==> src/rtl/inst_fetch_unit.sv <==
// Instruction fetch stage: issues one request/response transaction per fetch
// address and queues fetched words (or misaligned-fetch markers) for decode.
module inst_fetch_unit #(
   parameter int BUF_DEPTH = 2,
   parameter int ADDR_W    = 32
) (
   input  logic              clk,
   input  logic              reset,
   input  logic [ADDR_W-1:0] pc,
   input  logic              flush,
   output logic              busy,
   output logic              inst_req,
   output logic [ADDR_W-1:0] inst_addr,
   input  logic              inst_addr_ok,
   input  logic              inst_data_ok,
   input  logic [31:0]       inst_rdata,
   output logic              id_valid,
   input  logic              id_ready,
   output logic [31:0]       id_inst,
   output logic [ADDR_W-1:0] id_pc,
   output logic              id_adel
);

   localparam int PTR_W = (BUF_DEPTH > 1) ? $clog2(BUF_DEPTH) : 1;
   localparam int CNT_W = PTR_W + 1;
   localparam logic [CNT_W-1:0] DEPTH_C = CNT_W'(BUF_DEPTH);

   localparam logic [2:0] S_IDLE      = 3'd0;
   localparam logic [2:0] S_REQ       = 3'd1;
   localparam logic [2:0] S_WAIT      = 3'd2;
   localparam logic [2:0] S_DROP_REQ  = 3'd3;
   localparam logic [2:0] S_DROP_WAIT = 3'd4;

   logic [2:0]        state_r;
   logic [2:0]        state_s;
   logic [ADDR_W-1:0] req_addr_r;
   logic [ADDR_W-1:0] req_pc_r;
   logic              inst_req_r;

   logic [PTR_W-1:0]  wr_ptr_r;
   logic [PTR_W-1:0]  rd_ptr_r;
   logic [CNT_W-1:0]  count_r;
   logic [ADDR_W-1:0] mem_pc_r   [BUF_DEPTH];
   logic [31:0]       mem_inst_r [BUF_DEPTH];
   logic              mem_adel_r [BUF_DEPTH];

   logic              pc_aligned_s;
   logic              pop_s;
   logic              space_s;
   logic [CNT_W-1:0]  count_after_s;
   logic              latch_s;
   logic              push_s;
   logic [ADDR_W-1:0] push_pc_s;
   logic [31:0]       push_inst_s;
   logic              push_adel_s;
   logic              busy_s;

   assign pc_aligned_s  = (pc[1:0] == 2'b00);
   assign pop_s         = (count_r != {CNT_W{1'b0}}) && id_ready;
   assign space_s       = (count_r < DEPTH_C);
   assign count_after_s = count_r + CNT_W'(1) - CNT_W'(pop_s);

   // Next-state, push and busy decode; flush overrides all other events.
   always_comb begin
      state_s     = state_r;
      latch_s     = 1'b0;
      push_s      = 1'b0;
      push_pc_s   = pc;
      push_inst_s = 32'h0;
      push_adel_s = 1'b0;
      busy_s      = 1'b1;
      if (flush) begin
         busy_s = 1'b0;
         case (state_r)
            S_IDLE:      state_s = S_IDLE;
            S_REQ:       state_s = inst_addr_ok ? S_DROP_WAIT : S_DROP_REQ;
            S_WAIT:      state_s = inst_data_ok ? S_IDLE : S_DROP_WAIT;
            S_DROP_REQ:  state_s = inst_addr_ok ? S_DROP_WAIT : S_DROP_REQ;
            S_DROP_WAIT: state_s = inst_data_ok ? S_IDLE : S_DROP_WAIT;
            default:     state_s = S_IDLE;
         endcase
      end else begin
         case (state_r)
            S_IDLE: begin
               if (space_s) begin
                  if (!pc_aligned_s) begin
                     push_s      = 1'b1;
                     push_adel_s = 1'b1;
                     busy_s      = 1'b0;
                  end else begin
                     latch_s = 1'b1;
                     state_s = S_REQ;
                  end
               end else begin
                  state_s = S_IDLE;
               end
            end
            S_REQ: begin
               if (inst_addr_ok) begin
                  busy_s  = 1'b0;
                  state_s = S_WAIT;
               end else begin
                  state_s = S_REQ;
               end
            end
            S_WAIT: begin
               if (inst_data_ok) begin
                  push_s      = 1'b1;
                  push_pc_s   = req_pc_r;
                  push_inst_s = inst_rdata;
                  // Chain the next fetch directly when the buffer still has room.
                  if ((count_after_s < DEPTH_C) && pc_aligned_s) begin
                     latch_s = 1'b1;
                     state_s = S_REQ;
                  end else begin
                     state_s = S_IDLE;
                  end
               end else begin
                  state_s = S_WAIT;
               end
            end
            S_DROP_REQ:  state_s = inst_addr_ok ? S_DROP_WAIT : S_DROP_REQ;
            S_DROP_WAIT: state_s = inst_data_ok ? S_IDLE : S_DROP_WAIT;
            default:     state_s = S_IDLE;
         endcase
      end
   end

   assign busy = busy_s | reset;

   // Fetch FSM, request address/PC latch and registered bus request.
   always_ff @(posedge clk or posedge reset) begin
      if (reset) begin
         state_r    <= S_IDLE;
         req_addr_r <= {ADDR_W{1'b0}};
         req_pc_r   <= {ADDR_W{1'b0}};
         inst_req_r <= 1'b0;
      end else begin
         state_r    <= state_s;
         inst_req_r <= (state_s == S_REQ) || (state_s == S_DROP_REQ);
         if (latch_s) begin
            req_addr_r <= {pc[ADDR_W-1:2], 2'b00};
            req_pc_r   <= pc;
         end
      end
   end

   // FIFO pointers and occupancy; flush empties the buffer.
   always_ff @(posedge clk or posedge reset) begin
      if (reset) begin
         wr_ptr_r <= {PTR_W{1'b0}};
         rd_ptr_r <= {PTR_W{1'b0}};
         count_r  <= {CNT_W{1'b0}};
      end else if (flush) begin
         wr_ptr_r <= {PTR_W{1'b0}};
         rd_ptr_r <= {PTR_W{1'b0}};
         count_r  <= {CNT_W{1'b0}};
      end else begin
         if (push_s) begin
            wr_ptr_r <= wr_ptr_r + PTR_W'(1);
         end
         if (pop_s) begin
            rd_ptr_r <= rd_ptr_r + PTR_W'(1);
         end
         count_r <= count_r + CNT_W'(push_s) - CNT_W'(pop_s);
      end
   end

   // FIFO storage; contents are only visible through a valid head.
   always_ff @(posedge clk) begin
      if (push_s) begin
         mem_pc_r[wr_ptr_r]   <= push_pc_s;
         mem_inst_r[wr_ptr_r] <= push_inst_s;
         mem_adel_r[wr_ptr_r] <= push_adel_s;
      end
   end

   assign inst_req  = inst_req_r;
   assign inst_addr = req_addr_r;
   assign id_valid  = (count_r != {CNT_W{1'b0}});
   assign id_pc     = id_valid ? mem_pc_r[rd_ptr_r]   : {ADDR_W{1'b0}};
   assign id_inst   = id_valid ? mem_inst_r[rd_ptr_r] : 32'h0;
   assign id_adel   = id_valid ? mem_adel_r[rd_ptr_r] : 1'b0;

endmodule

==> config.mk <==
export PLATFORM = sky130hd
export DESIGN_NAME = inst_fetch_unit
export DESIGN_NICKNAME = d
export VERILOG_FILES = /design/src/rtl/inst_fetch_unit.sv
export SDC_FILE = /design/constraint.sdc
export NUM_CORES = 1
export LEC_CHECK = 0
export CAP_MARGIN = 15
export CORE_ASPECT_RATIO = 1.2
export CORE_MARGIN = 8
export CORE_UTILIZATION = 45
export CTS_BUF_LIST = sky130_fd_sc_hd__clkbuf_8
export CTS_CLUSTER_DIAMETER = 100
export CTS_CLUSTER_SIZE = 10
export DETAILED_ROUTE_END_ITERATION = 10
export PLACE_DENSITY = 0.73
export SLEW_MARGIN = 20
export SYNTH_ARGS = -nofsm -noshare
export SYNTH_HDL_FRONTEND = slang
export SYNTH_SLANG_ARGS = --single-unit
==> constraint.sdc <==
create_clock -name clk -period 5.2 [get_ports clk]
set_input_delay 1.04 -clock clk [delete_from_list [all_inputs] [get_ports clk]]
set_output_delay 1.04 -clock clk [all_outputs]
set_load 0.03 [all_outputs]
==> impl_metrics.py <==
metrics = {
    "run_status": {
        "status": "complete, no violations",
    },
    "layout": {
        "nNetsFinal": 811,
        "diodes": 0,
        "area_growth_pct": 27.28,
        "utilization_pct": 58.06,
        "final_cell_area_mm2": 0.009708,
        "drive_gt1_share_pct": 7.457,
        "stdcell_count": 967,
    },
    "synthesis": {
        "yosysMostFrequentCell": "edfxtp_1",
        "syn_inst": 614,
        "synth_ff_type": "edfxtp_1",
        "yosys_warnings": 0,
        "yosys.area.top_type": "edfxtp_1",
        "yosysSeqAreaShare_pct": 64.30,
        "yosys-top-cells-area": "edfxtp_1 51%, dfrtp_1 13%, mux2i_1 8.5%, nor2_1 3.6%, buf_4 3.4%",
        "synth_cell_types": 37,
        "synth.top_cells.by_count": "130 x edfxtp_1, 74 x nor2_1, 65 x mux2i_1, 40 x dfrtp_1, 36 x nand2_1",
        "ys_ff_latch": 170,
        "synth_area_per_cell_um2": 12.42,
        "synth-async-reset-ratio_pct": 23.53,
        "synth_edf_count": 130,
        "netlist_area_mm2": 0.007627,
        "synth_top_area_share_pct": 51.18,
    },
    "clock_tree": {
        "cts_max_level": 4,
        "cts_buffers": 17,
        "clk_transition_reported_paths_ps": 80,
        "cts_resized": 0,
        "root_buffer": "clkbuf_8",
        "insertion_delay_ps": 450,
        "clk_path_buf_depth": 2,
        "cts_hold_buf": 0,
        "cts_setup_buffers": 0,
        "cts_sinks": 170,
        "cts_tree": "yes",
    },
    "detailed_routing": {
        "avgViaCountPerCell": 5.234,
        "drtIter0Drc": 276,
        "firstDrtPassIters": 4,
        "drc": 0,
        "via_count": 5061,
        "routed_wl_um": 17910,
        "antenna_left": 0,
        "wire_per_inst_um": 18.52,
    },
    "timing": {
        "fmax_mhz": 253.5,
        "tns_ps": 0,
        "maxSlewViolCount": 0,
        "layout_setup_ws_ps": 1255,
        "period_share_pct": 75.87,
        "timing.final.crit_period_ps": 3945,
        "worst_hold_slack_ps": 523.2,
        "setup_viol": 0,
        "hold_viol_final": 0,
        "rsz0062_at_grt": "no",
        "slew_headroom_pct": 51.18,
        "worst_pin_slew_ps": 730.5,
        "finalClockSkew_ps": 11.81,
    },
    "pwr": {
        "p_per_area_mw_per_mm2": 564.7,
        "p_total_mw": 5.483,
        "max-vdd-ir-drop_uv": 323.3,
        "leakage_nw": 3.470,
    },
    "setup_path": {
        "cp_slowest_stage_delay_ps": 710,
        "crit_type": "primary input to output pin",
        "reg2reg_to": "count_r[1]",
        "cp.arrival_ps": 2910,
        "crit_buf_inv": 2,
        "rr_worst_depth": 8,
        "path_common_cell": "clkdlybuf4s50_1",
        "cp_max_fo": 4,
        "cp.required_ps": 4160,
        "critPathTopFamily": "buffers and inverters",
        "startpoint_type": "primary input",
        "crit_path_end_kind": "output pin",
        "crit_chain": "clkdlybuf4s50_1 -> or2_2 -> nand2_1 -> a211oi_1 -> o21ai_0 -> clkdlybuf4s50_1",
        "crit_slowest_cell": "clkdlybuf4s50_1",
        "r2r_slack_ps": 2740,
        "r2r_start": "count_r[1]",
    },
    "placed_design": {
        "place_ws_ps": 1283,
        "io_buffers": 167,
        "dp_hpwl_um": 11810,
        "globalplace.congestion": 0.7623,
        "placed_cell_area_mm2": 0.009261,
        "placed_cells": 935,
    },
    "floorplan": {
        "initial_core_util_pct": 45.62,
        "coreArea_mm2": 0.01672,
        "fp.dieH_um": 158.6,
        "rows": 52,
        "die-area_mm2": 0.02139,
        "io_pins": 170,
        "die_width_um": 134.8,
    },
    "worst_hold_path": {
        "hold_path.class": "register to register",
        "min_to": "req_pc_r[0]",
        "whs_path_depth": 1,
        "hold_start": "req_pc_r[0]",
    },
    "global_routing": {
        "grt_pass1_wl_um": 28030,
        "antenna_found_initial": 1,
        "grt_max_degree": 67,
        "grt_use_total_pct": 16.99,
        "grt-ovfl-total": 0,
        "grt_pass1_vias": 5481,
    },
    "flow_run": {
        "maxCapViolations": 0,
    },
}
==> cell usage in the layout, fill, tap and decap left out, types with 3 or more instances in the layout <==
cell type        instances
bufinv_16                4
o211ai_1                30
dfrtp_1                 39
clkbuf_8                18
clkdlybuf4s50_1        167
buf_4                   11
o31ai_1                 30
nand2_1                 34
nor2_4                   3
and2_1                  33
mux2i_1                 65
nor2_1                  71
xnor2_1                  4
o21ai_0                  3
o21ai_1                 30
clkinvlp_4               4
edfxtp_1               130
inv_1                   35
==> layout make-up <==
cell class,instances,area [um^2]
clock buffer,18,247.7
clock inverter,13,176.4
fill,1333,7013
inverter,35,131.4
multi-input combinational,336,2200
sequential,170,4908
tap,216,270.3
timing repair buffer,179,1774
==> power breakdown <==
part / switching [mW] / total [mW] / internal [mW]
clock: 0.454 / 0.983 / 0.529
combinational: 1.54 / 2.49 / 0.948
sequential: 0.203 / 2.01 / 1.81
total: 2.20 / 5.48 / 3.29
==> per-layer routing <==
metal | wire, um | global-route usage (%) | vias to the layer above
met5 | 13 | 0 | -
met4 | 206 | 6.213 | 2
met3 | 1648 | 6.818 | 20
met2 | 8833 | 29.31 | 204
met1 | 7211 | 18.43 | 2444
li1 | - | - | 2391
==> kinds of logic (layout without fill, tap and decap cells) <==
kind of cell               count (synthesis)  count (layout)  share of synthesized area, %
xor gates and xnor gates                   6               6                        0.6890
AOI/OAI and AO/OA                        100             100                         8.711
muxes                                     67              67                         8.825
other                                      1               2                       0.04917
buffers and inverters                    109             245                         7.431
adders and majority gates                  2               2                        0.3280
DFF                                      170             170                         64.30
and+or+nand+nor                          159             159                         9.662
==> how the worst max path moves through the flow <==
stage / start / to / slack [ps] / cells past startpoint
6_report: pc[0] / busy / 1250 / 6
3_5_place_dp: pc[0] / busy / 1280 / 6
5_1_grt: count_r[1] / id_pc[28] / 1010 / 4
2_1_floorplan: inst_data_ok / mem_adel_r[0] / 310 / 4
3_3_place_gp: pc[0] / busy / 1310 / 6
4_1_cts: count_r[1] / id_pc[29] / 1150 / 4
==> flip-flops by register name, summed over array words and instances (netlist names) <==
register	count
inst_req	1
rd_ptr_r	1
state_r	3
mem_adel_r	2
mem_inst_r	64
count_r	2
req_pc_r	32
mem_pc_r	64
wr_ptr_r	1
==> worst register-to-register path: cells and delay by family (launching register included) <==
family	cells	cell delay [ps]
adder cells (fa/ha/maj)	2	490
AO/OA/AOI/OAI	1	180
XOR/XNOR	1	190
AND/OR/NAND/NOR	3	930
flip-flops	1	510
buffers and inverters	1	40
Note: power is estimated with default switching activity, not from simulation.
==> edit 1 (same flow settings) <==
`BUF_DEPTH`: 2 -> 4.
--- a/src/rtl/inst_fetch_unit.sv
+++ b/src/rtl/inst_fetch_unit.sv
@@ -3,3 +3,3 @@
 module inst_fetch_unit #(
-   parameter int BUF_DEPTH = 2,
+   parameter int BUF_DEPTH = 4,
    parameter int ADDR_W    = 32
Formal check against the unedited RTL: not equivalent (Yosys sat finds a counterexample within 4 cycles, from zero or initial values and one cycle with reset high).
==> edit 1 against the unedited design <==
  * Largest power group unchanged
  * Largest cell class unchanged
  * Area after synthesis rose by 74%
  * Wire length increased by 71%
  * Power is 50% higher
  * Sequential share of layout area grew 5.9 points
  * Hold slack improved by 0.031 ns
  * Critical path depth shrank 1
  * Via count rose by 54%
  * Critical path type is now flop to primary output
  * Setup slack worse by 0.41 ns
  * Utilization is 4.4 points lower
  * Cell area is 62% higher
  * Fmax shrank 9.4%
  * Clock skew rose by 0.010 ns
  * Sequential cell count increased by 133
==> edit 1: results (changes against the unedited design) <==
p_clk_share_pct: 17.5  # -0.4 points
largest_registers: "mem_inst_r (128), mem_pc_r (128), req_pc_r (32)"
fin_crit_sh_pct: 83.7  # +7.9 points
clock_latency_ns: 0.53  # +0.08 ns
cp_slowest_cell: "or4_2"
synth_ff_type: "edfxtp_1"
rr_endpoint: "count_r[2]$_DFF_PP0_"
final_layout_size_suffix_gt1_share_pct: 15.4  # +7.9 points
crit_path_max_fanout: 35  # +31
fillers: 2371  # +78%
drtAntennaViolNets: 0  # unchanged
critPathMaxStageDelay_ns: 1.04  # +0.33 ns
cp.arrival_ns: 3.31  # +0.40 ns
place_hpwl_mm: 19.0  # +61%
ctsResizeCount: 0  # unchanged
postCtsSetupBuffers: 0  # unchanged
crit_path_end: "busy"
dp_slack_ns: 1.40  # +0.120 ns
clock_skew_ns: 0.0218  # +0.00996 ns
outcome: "completed"
avgViaCountPerCell: 5.66  # +8.2%
hp-start: "req_pc_r[0]$_DFFE_PP0P_"
root_buffer: "clkbuf_8"
rr_startpoint: "state_r[0]$_DFF_PP0_"
dieArea_sq_um: 35300  # +65%
grt_max_degree: 69  # +3.0%
clock_path_buffers: 3  # +1
n_antenna_cell: 0  # unchanged
crit_start: "state_r[0]$_DFF_PP0_"
antenna_found_initial: 1  # unchanged
synth_edf_count: 260  # +100%
drc_errors: 0  # unchanged
drt_iter0_markers: 580  # +110%
p_leak_nw: 5.03  # +45%
synth.distinct_cells: 40  # +8.1%
irDropWorstVdd_uv: 317  # -1.9%
seq_area_frac_synth_pct: 66.8  # +2.5 points
synth.top_cells.by_count: "260 x edfxtp_1, 102 x and2_1, 65 x mux4_2"
min-delay-path-class: "flop to flop"
cts.clk_slew.worst_paths_ns: 0.07
hold_end: "req_pc_r[0]$_DFFE_PP0P_"
synth.top_cells.by_area: "edfxtp_1 59%, mux4_2 11%, dfrtp_1 8.1%, and2_1 4.8%, buf_4 1.8%"
grt_pass1_wl_mm: 48.0  # +71%
p_sw_w: 0.00303  # +38%
place_congestion: 0.764  # +0.24%
fin_nets: 1052  # +30%
ys_warn_count: 0  # unchanged
slew_viol_final: 0  # unchanged
htreeDepth: 2  # -2
regToRegSetupSlack_ns: 1.55  # -1.19 ns
reg2reg_depth: 10  # +2
grt_pass1_vias: 8224  # +50%
numCtsBuffers: 36  # +19
hold_path_depth: 1  # unchanged
synthArstFlopShare_pct: 14.2  # -9.3 points
grt_use_total_pct: 17.3  # +0.35 points
wl_mm: 30.7  # +71%
worst_pin_slew_ns: 1.07  # +0.340 ns
dr.pass1.iters: 5  # +1
cpLargestDelayFamily: "simple AND/OR/NAND/NOR gates"
## edit 1: logic make-up after synthesis
family                     count (synthesis)  share of synthesized area (%)
AOI/OAI and AO/OA                         89                           4.01
xor gates and xnor gates                   8                          0.527
adders and majority gates                  7                          0.715
buffers and inverters                    124                           4.78
DFF                                      303                           66.8
muxes                                     80                           12.3
other                                      1                         0.0282
and+or+nand+nor                          242                           10.9
## edit 1: per-stage QoR
stage                     power (W)  utilization [%]  cells  hold WS [ns]  cell area, sq um
after global routing        0.00865             53.7   1378         0.576             15800
after CTS                   0.00833             53.7   1378         0.549             15800
after detailed placement    0.00690             51.7   1327         0.538             15200
after floorplan             0.00568                -    855         0.504             13300
after global placement      0.00685             51.7   1327         0.548             15200
final                       0.00822             53.7   1378         0.554             15800
## edit 1: power groups by stage
stage / Clock, W / Sequential, W / Combinational, W
after CTS: 0.00148 / 0.00336 / 0.00349
after floorplan: 0 / 0.00325 / 0.00243
after detailed placement: 0 / 0.00341 / 0.00349
after global routing: 0.00157 / 0.00340 / 0.00368
after global placement: 0 / 0.00339 / 0.00346
final: 0.00144 / 0.00335 / 0.00343
## edit 1: routing by layer
metal	track usage (%)	routed length, microns	vias up
li1	-	-	3476
met1	21.9	12500	3960
met2	29.3	15200	322
met3	4.42	2400	42
met4	4.93	597	0
met5	0	0	-
## edit 1: area by class of cell
type                            instances  area (sq um)  share of cell area, %
Inverter                               24          90.1                  0.572
Timing Repair Buffer                  182          1850                   11.8
Clock buffer                           37           509                   3.23
Tap cell                              390           488                   3.10
Sequential cell                       303          8890                   56.4
Multi-Input combinational cell        428          3860                   24.5
Clock inverter                         14          65.1                  0.413
==> edit 2 (same settings) <==
Without the edit above. Reset style: synchronous (`reset`), changed in 2 clocked blocks.
--- a/src/rtl/inst_fetch_unit.sv
+++ b/src/rtl/inst_fetch_unit.sv
@@ -131,3 +131,3 @@
    // Fetch FSM, request address/PC latch and registered bus request.
-   always_ff @(posedge clk or posedge reset) begin
+   always_ff @(posedge clk) begin
       if (reset) begin
@@ -148,3 +148,3 @@
    // FIFO pointers and occupancy; flush empties the buffer.
-   always_ff @(posedge clk or posedge reset) begin
+   always_ff @(posedge clk) begin
       if (reset) begin
Function: differs if reset is asserted again (counterexample within 4 cycles, from zero or initial values and one cycle with reset high); with reset held inactive, the same outputs for 4 cycles.
==> edit 2 against the unedited design <==
  * Highest routed layer is now met4
  * Die area shrank 3.8%
  * Cell area is 3.3% lower
  * Setup slack improved by 0.086 ns
  * Non-clock buffer count fell by 5
  * Area after synthesis fell by 4.2%
  * Wire length down 14%
  * Sequential cell count grew 1
  * Global-route usage down 1.8 points
Power is not compared: it rests on default switching activity, and its combinational part moved more than twofold at a synthesized area within 25%.
==> edit 2: results (changes against the unedited design) <==
outcome: "completed"
final_layout_size_suffix_gt1_share_pct: 13.0  # +5.5 points
grt_pass1_wl_mm: 24.9  # -11%
synth.distinct_cells: 38  # +2.7%
dr.pass1.iters: 5  # +1
vias: 4378  # -13%
synth.top_cells.by_count: "130 x edfxtp_1, 73 x nor2_1, 65 x mux2i_1"
dp_slack_ns: 1.36  # +0.0783 ns
synthArstFlopShare_pct: 0  # -24 points
grt_pass1_vias: 4793  # -13%
grt_use_total_pct: 15.2  # -1.8 points
synth.top_cells.by_area: "edfxtp_1 53%, dfxtp_1 11%, mux2i_1 8.9%, mux2_2 4.9%, nor2_1 3.8%"
regToRegSetupSlack_ns: 2.60  # -0.14 ns
grt_max_degree: 66  # -1.5%
synthXorXnorAreaFrac_pct: 0.480  # -0.21 points
wl_mm: 15.5  # -14%
fin_nets: 721  # -11%
fillers: 1299  # -2.6%
seq_area_frac_synth_pct: 64.7  # +0.38 points
synthCells: 518  # -16%
place_hpwl_mm: 10.4  # -12%
rr_endpoint: "mem_pc_r[0][20]$_DFFE_PP_"
fin_cells: 874  # -9.6%
reg2reg_depth: 5  # -3
drt_iter0_markers: 282  # +2.2%
place_inst: 840  # -10%
[edit 2: cell types whose count changed after synthesis, moves of 29 or more]
cell / change
dfxtp_1: +41
dfrtp_1: -40
nand2_1: -34
mux2_2: +32
a22o_1: +30
inv_1: -30
o21ai_1: -30
o31ai_1: -30
o211ai_1: -29
[edit 2: final cells by class]
cell class	count	area [sq um]	area share, %
sequential	171	4730	50.4
multi-input combinational	280	2160	23.0
timing repair buffer	174	1790	19.1
tap	212	265	2.82
clock buffer	17	234	2.49
clock inverter	15	198	2.11
inverter	5	18.8	0.200
[edit 2: worst max-delay path by stage]
stage | depth (start not counted) | end | start | slack [ns]
2_1_floorplan | 4 | mem_adel_r[0]$_DFFE_PP_ | inst_data_ok | 0.33
3_3_place_gp | 5 | busy | flush | 1.43
3_5_place_dp | 5 | busy | flush | 1.36
4_1_cts | 4 | id_pc[30] | count_r[0]$_SDFF_PP0_ | 1.31
5_1_grt | 4 | id_adel | count_r[0]$_SDFF_PP0_ | 1.17
6_report | 5 | busy | flush | 1.34
[edit 2: per-layer routing]
metal | track usage, % | part of all wire, % | vias up
li1 | - | - | 2109
met1 | 18.0 | 43 | 2114
met2 | 25.6 | 49 | 143
met3 | 4.93 | 6.4 | 12
met4 | 5.15 | 1.0 | 0
met5 | 0 | 0 | -
[edit 2: logic make-up after synthesis]
group,count (synthesis)
simple gates,131
mux,97
buf+inv,68
flops,171
xor+xnor,4
fa+ha+maj,2
other cells,1
compound gates,44
[edit 2: through the flow]
step	util (%)	total power [W]	hold WS [ns]	area (sq um)
global route	58.4	0.00303	0.503	9390
global placement	55.4	0.00196	0.443	8900
finish	58.4	0.00291	0.476	9390
floorplan	-	0.00180	0.424	7310
CTS	58.1	0.00294	0.472	9340
detailed placement	55.4	0.00196	0.447	8900
